[src/rtl/hazard_ctrl.sv]
// Pipeline hazard and stall controller for the 5-stage CPU.
// It stalls the pipeline for load-use hazards with a single bubble and
// freezes it while the data memory is busy, flagging a sticky error if
// the wait exceeds TIMEOUT. It flushes IF/ID on a taken branch and keeps
// a saturating count of the cycles in which the PC was held.
module hazard_ctrl #(
  parameter int CNT_W   = 16,
  parameter int TIMEOUT = 64
) (
  input  logic             clk_i,
  input  logic             rst_i,
  input  logic [4:0]       IF_ID_RSaddr_i,
  input  logic [4:0]       IF_ID_RTaddr_i,
  input  logic             ID_UseRS_i,
  input  logic             ID_UseRT_i,
  input  logic             ID_EX_MemRead_i,
  input  logic [4:0]       ID_EX_RTaddr_i,
  input  logic             Branch_i,
  input  logic             EX_MEM_MemAccess_i,
  input  logic             DMEM_Ready_i,
  output logic             PC_Write_o,
  output logic             IF_ID_Write_o,
  output logic             IF_ID_Flush_o,
  output logic             ID_EX_Flush_o,
  output logic             Freeze_o,
  output logic             Mem_Err_o,
  output logic [CNT_W-1:0] Stall_Cnt_o
);

  // Wait counter must be able to hold the value TIMEOUT itself.
  localparam int WCNT_W = $clog2(TIMEOUT + 1);
  localparam logic [WCNT_W-1:0] TO_VAL = WCNT_W'(TIMEOUT);

  typedef enum logic [1:0] {
    RUN      = 2'd0,
    MEM_WAIT = 2'd1,
    ERROR    = 2'd2
  } state_t;

  state_t            r_state;
  state_t            w_state_nxt;
  logic [WCNT_W-1:0] r_wcnt;
  logic [WCNT_W-1:0] w_wcnt_nxt;
  logic              r_mem_err;
  logic              w_mem_err_nxt;
  logic [CNT_W-1:0]  r_stall_cnt;

  logic w_memwait;
  logic w_loaduse;
  logic w_rs_hit;
  logic w_rt_hit;

  assign w_memwait = EX_MEM_MemAccess_i & ~DMEM_Ready_i;
  assign w_rs_hit  = ID_UseRS_i & (IF_ID_RSaddr_i == ID_EX_RTaddr_i);
  assign w_rt_hit  = ID_UseRT_i & (IF_ID_RTaddr_i == ID_EX_RTaddr_i);
  // A load targeting $0 produces nothing to wait for, so it never stalls.
  assign w_loaduse = ID_EX_MemRead_i & (ID_EX_RTaddr_i != 5'd0) & (w_rs_hit | w_rt_hit);

  // Next-state logic and same-cycle pipeline controls.
  always_comb begin
    w_state_nxt   = r_state;
    w_wcnt_nxt    = r_wcnt;
    w_mem_err_nxt = r_mem_err;
    PC_Write_o    = 1'b0;
    IF_ID_Write_o = 1'b0;
    IF_ID_Flush_o = 1'b0;
    ID_EX_Flush_o = 1'b0;
    Freeze_o      = 1'b0;

    unique case (r_state)
      RUN, MEM_WAIT: begin
        if ((r_state == RUN && w_memwait) ||
            (r_state == MEM_WAIT && !DMEM_Ready_i)) begin
          // Memory busy: hold everything, branch waits for the release.
          Freeze_o = 1'b1;
          if (r_state == RUN) begin
            w_wcnt_nxt  = WCNT_W'(1);
            w_state_nxt = MEM_WAIT;
          end else if (r_wcnt == TO_VAL) begin
            w_state_nxt   = ERROR;
            w_mem_err_nxt = 1'b1;
          end else begin
            w_wcnt_nxt = r_wcnt + WCNT_W'(1);
          end
        end else begin
          // Running, or memory released this cycle: normal priority rules.
          if (r_state == MEM_WAIT) begin
            w_state_nxt = RUN;
            w_wcnt_nxt  = '0;
          end
          if (w_loaduse) begin
            ID_EX_Flush_o = 1'b1;
          end else begin
            PC_Write_o    = 1'b1;
            IF_ID_Write_o = 1'b1;
            IF_ID_Flush_o = Branch_i;
          end
        end
      end
      ERROR: begin
        Freeze_o = 1'b1;
      end
      default: begin
        w_state_nxt = RUN;
      end
    endcase

    // Keep the pipeline quiet while reset is held.
    if (!rst_i) begin
      PC_Write_o    = 1'b0;
      IF_ID_Write_o = 1'b0;
      IF_ID_Flush_o = 1'b0;
      ID_EX_Flush_o = 1'b0;
      Freeze_o      = 1'b0;
    end
  end

  // State, wait counter and sticky error register.
  always_ff @(posedge clk_i or negedge rst_i) begin
    if (!rst_i) begin
      r_state   <= RUN;
      r_wcnt    <= '0;
      r_mem_err <= 1'b0;
    end else begin
      r_state   <= w_state_nxt;
      r_wcnt    <= w_wcnt_nxt;
      r_mem_err <= w_mem_err_nxt;
    end
  end

  // Saturating count of cycles in which the PC was held.
  always_ff @(posedge clk_i or negedge rst_i) begin
    if (!rst_i) begin
      r_stall_cnt <= '0;
    end else if (!PC_Write_o && (r_stall_cnt != '1)) begin
      r_stall_cnt <= r_stall_cnt + CNT_W'(1);
    end
  end

  assign Mem_Err_o   = rst_i & r_mem_err;
  assign Stall_Cnt_o = r_stall_cnt;

endmodule
[config.mk]
export PLATFORM = sky130hd
export DESIGN_NAME = hazard_ctrl
export DESIGN_NICKNAME = d
export VERILOG_FILES = /design/src/rtl/hazard_ctrl.sv
export SDC_FILE = /design/constraint.sdc
export NUM_CORES = 1
export LEC_CHECK = 0
export CAP_MARGIN = 30
export CORE_UTILIZATION = 62
export DETAILED_ROUTE_END_ITERATION = 8
export DONT_BUFFER_PORTS = 1
export GPL_TIMING_DRIVEN = 0
export PLACE_DENSITY = 0.85
export SKIP_CTS_REPAIR_TIMING = 1
export SYNTH_ARGS = -nofsm -noshare
export SYNTH_HDL_FRONTEND = slang
export SYNTH_SLANG_ARGS = --single-unit
[constraint.sdc]
create_clock -name clk_i -period 2.15 [get_ports clk_i]
set_input_delay 0.43 -clock clk_i [delete_from_list [all_inputs] [get_ports clk_i]]
set_output_delay 0.43 -clock clk_i [all_outputs]
set_load 0.05 [all_outputs]
==> flow_summary.rst, run 1 <==
.. list-table::
   :header-rows: 1

   * - Metric
     - Value
   * - Count of boundary I/O pins
     - between 40 and 50
   * - Number of H-tree branching levels
     - 1
   * - Global placer's final weighted congestion
     - 0.799
   * - Drt first pass iters
     - 4
   * - Ant. Diodes
     - 0
   * - Post-Synth XOR/XNOR Area
     - 0.165
   * - Pwr Total
     - 1470 uW
   * - Setup repair after global routing missed its margin
     - yes
   * - Antenna violations before repair
     - 0
   * - Failing checks
     - setup timing
   * - Y dimension of the die
     - a little over 50 um
   * - Global-route layer with the greatest usage
     - met2
   * - Syn Std Cell Area
     - 1490 sq um
   * - Count of pins over their slew limit
     - 0
   * - Grt ovf
     - 0
   * - Maximum Capacitance Violations
     - 0
   * - Slew of the pin with the lowest slew margin
     - 0.884 ns
   * - Ys Warns
     - 0
   * - CTS tree
     - yes
   * - Standard-cell row count
     - 17
   * - Leak
     - 0.000727 uW
   * - Maximum root-to-sink buffer count
     - 2
   * - FMAX
     - 428 MHz
   * - Mux share of post-synthesis cell area
     - 0.0143
   * - Clk Latency, worst-skew pair
     - ~0.32 ns
   * - Data required, critical path
     - 1.72 ns
   * - Final count of negative-setup-slack endpoints
     - 3
   * - Result of the run
     - complete, but fails checks
   * - Sequential area share after synthesis
     - 0.437
   * - Total Routing Usage GR
     - 0.236
   * - Path category of the worst min-delay check
     - input port to register
   * - Worst Slack Setup Final
     - -0.185 ns
   * - Combinational family with the most area after synthesis
     - simple AND/OR/NAND/NOR gates
   * - Arithmetic-cell share of the synthesized area counting full adders, half adders and majority gates
     - 0.0252
   * - Non-Filler Instances
     - 192
   * - Top post-synthesis cells by area
     - sky130_fd_sc_hd__dfrtp_1, sky130_fd_sc_hd__xnor2_1, sky130_fd_sc_hd__nand4_1
   * - Min Clock Period, post-route
     - 2.33 ns
   * - Count of fill cells added during filler insertion
     - 177
   * - Largest driver fanout on the critical path
     - 6
   * - Setup crit end kind
     - output port
   * - Count of mapped cells out of synthesis
     - 157
   * - Placed instance area
     - 1530 sq um
   * - Routed length per instance
     - between 15 and 20 um
   * - Core ar.
     - 2230 sq um
   * - Met2 routing resource usage after global routing
     - 0.445
   * - Met3 track demand over resource in global routing
     - 0.0476
   * - Number of global-route vias before repair
     - ~1.1k
   * - Synth Area in Simple Gates
     - 0.230
   * - Post-synthesis to final-layout area growth
     - 10.3%
   * - Post-synthesis cell type count
     - 31
   * - Most common cell in the synthesized netlist
     - sky130_fd_sc_hd__dfrtp_1
   * - Main synth FF type
     - sky130_fd_sc_hd__dfrtp_1
   * - Nets
     - around 190
   * - Clock Root Buffer
     - sky130_fd_sc_hd__clkbuf_4
   * - Asr flop ratio synth
     - 1.00
   * - Number of cells traversed by the worst register-to-register path
     - 5
   * - Effective utilization at floorplan
     - 0.667
   * - Number of flops mapped to enable cells by yosys
     - 0
   * - Final Skew
     - 0.00413 ns
   * - Syn Nets
     - 183
   * - Average footprint of a synthesized cell
     - 9.49 sq um
   * - Die width
     - between 50 and 60 um
   * - Critical path startpoint category
     - input port
   * - Max-slew headroom
     - 0.409
   * - Grt met1 use
     - 0.247
   * - Share of final-layout standard cells stronger than drive strength 1
     - 0.165
   * - Via density per instance
     - ~6.1
   * - Clock sink count
     - 26
   * - Maximum number of pins on one net before global-route repair
     - 30
   * - PD cells
     - 894 nW/um^2
   * - HPWL Detailed
     - 2.21 mm
   * - Cell total after placement
     - around 190
   * - Wire length of the first global-routing pass
     - 4.57 mm
   * - Number of cells on the worst hold path
     - 2
   * - DRC errors left
     - 0
   * - Total clock buffers created by CTS
     - 3
   * - Yosys reg bits
     - 26
   * - Die area
     - 2600 sq um
   * - Area fraction in compound gates after synthesis
     - 0.0806
   * - Ranking of synthesized cells by instance count
     - sky130_fd_sc_hd__dfrtp_1, sky130_fd_sc_hd__xnor2_1, sky130_fd_sc_hd__nand4_1
   * - Hold violation total from the final report
     - 0
   * - WS Path Type
     - input port to output port
   * - Total non-filler cell area in the finished layout
     - 1640 sq um
   * - Final clock period utilization by the worst path
     - 1.09
   * - Violation count after the first detailed-route iteration
     - 38
   * - Arrival time at the worst endpoint
     - 1.90 ns
   * - Max VDD drop
     - approximately 1000 uV
   * - Library cell occupying the most area in the post-synthesis netlist
     - sky130_fd_sc_hd__dfrtp_1
   * - Clock transition at the registers of the reported paths
     - 0.14 ns
   * - ANT nets after route
     - 0
   * - Area fraction of the dominant cell type after synthesis
     - 0.437
   * - Count of buffers inserted at the top-level ports
     - 0
   * - Routed Wire Length
     - 3.05 mm
   * - Total via count after detailed routing
     - 1175
-- report_power, final --
group / total, uW / switching, uW / internal [uW] / leakage, uW
registers: 915 / 343 / 572 / 0.000334
logic: 311 / 166 / 145 / 0.000372
clock network: 244 / 140 / 104 / 0.0000210
-- stage by stage --
stage	util	setup WS, ns	TNS, ns	hold WS (ns)
2_1_floorplan	-	-0.127	-0.218	0.134
3_3_place_gp	0.686	-0.179	-0.342	0.135
3_5_place_dp	0.686	-0.186	-0.393	0.135
4_1_cts	0.702	-0.338	-1.09	-0.230
5_1_grt	0.736	-0.226	-0.557	0.271
6_report	0.736	-0.185	-0.371	0.281
-- placed cells by master (no fill, tap or decap), drive strengths merged, types with 2 or more instances in the layout --
| master | Yosys | layout |
|---|---|---|
| a21oi | 6 | 6 |
| and2 | 5 | 5 |
| and3 | 10 | 10 |
| buf | 3 | 6 |
| clkbuf | 2 | 5 |
| dfrtp | 26 | 26 |
| ha | 3 | 3 |
| inv | 10 | 9 |
| nand2 | 10 | 10 |
| nand3 | 12 | 12 |
| nand4 | 12 | 12 |
| nor2 | 10 | 10 |
| nor4 | 2 | 2 |
| o21ai | 4 | 4 |
| o22ai | 3 | 3 |
| or4 | 2 | 2 |
| xnor2 | 24 | 24 |
| xor2 | 4 | 4 |
-- critical path, cell delays in order --
cell and delay [ns]:
sky130_fd_sc_hd__or4_4 0.51, sky130_fd_sc_hd__o21ai_2 0.15, sky130_fd_sc_hd__inv_2 0.05, sky130_fd_sc_hd__a21o_4 0.24, sky130_fd_sc_hd__clkinvlp_4 0.23, sky130_fd_sc_hd__and2_4 0.29
-- per-layer routing --
layer | share of wire | up-vias
met3 | 0.046 | 12
li1 | - | 562
met2 | 0.53 | 43
met5 | 0 | -
met1 | 0.40 | 558
met4 | 0.026 | 0
-- registers in the layout (all words and copies together), names as in the netlist --
signal       cells
Stall_Cnt_o     16
r_wcnt           7
r_state          2
r_mem_err        1
-- layout make-up --
| type | instances | area (sq um) | area share |
|---|---|---|---|
| buffer | 5 | 35.0 | 0.0213 |
| clock buffer | 4 | 36.3 | 0.0221 |
| inverter | 10 | 41.3 | 0.0251 |
| multi-input combinational | 116 | 802 | 0.488 |
| sequential | 26 | 657 | 0.400 |
| tap | 28 | 35.0 | 0.0213 |
| timing repair buffer | 3 | 37.5 | 0.0228 |
-- logic make-up (layout without fill, tap and decap cells) --
kind of cell,Yosys count,in the layout
buf+inv,15,22
flops,26,26
xor+xnor,28,28
mux,2,2
compound gates,19,19
simple gates,64,64
fa+ha+maj,3,3
-- path summary, 6_finish.rpt --
check | start | to | slack [ns]
max | ID_EX_RTaddr_i[4] | IF_ID_Flush_o | -0.18
min reg2reg | r_mem_err$_DFFE_PN0P_ | r_mem_err$_DFFE_PN0P_ | 0.55
min | DMEM_Ready_i | r_state[1]$_DFFE_PN0P_ | 0.28
max in group asynchronous | rst_i | Stall_Cnt_o[7]$_DFFE_PN0P_ | 1.46
max reg2reg | Stall_Cnt_o[0]$_DFFE_PN0P_ | Stall_Cnt_o[1]$_DFFE_PN0P_ | 0.04
min in group asynchronous | rst_i | r_wcnt[6]$_DFFE_PN0P_ | 0.52
Note: power is estimated with default switching activity, not from simulation.
==> inputs of run 2 (changes only) <==
--- a/config.mk
+++ b/config.mk
@@ -5,13 +5,13 @@
 export SDC_FILE = /design/constraint.sdc
 export NUM_CORES = 1
 export LEC_CHECK = 0
-export CAP_MARGIN = 30
 export CORE_UTILIZATION = 62
 export DETAILED_ROUTE_END_ITERATION = 8
 export DONT_BUFFER_PORTS = 1
 export GPL_TIMING_DRIVEN = 0
 export PLACE_DENSITY = 0.85
 export SKIP_CTS_REPAIR_TIMING = 1
+export SLEW_MARGIN = 5
 export SYNTH_ARGS = -nofsm -noshare
 export SYNTH_HDL_FRONTEND = slang
 export SYNTH_SLANG_ARGS = --single-unit
==> results of run 2 <==
Same layout as run 1: the final DEF is identical, and so are final timing and power.
==> inputs of run 3 (changes only) <==
--- a/config.mk
+++ b/config.mk
@@ -5,6 +5,7 @@
 export SDC_FILE = /design/constraint.sdc
 export NUM_CORES = 1
 export LEC_CHECK = 0
+export CAP_MARGIN = 10
 export CORE_UTILIZATION = 62
 export DETAILED_ROUTE_END_ITERATION = 8
 export DONT_BUFFER_PORTS = 1
==> results of run 3 <==
Same layout as run 1: the final DEF is identical, and so are final timing and power.
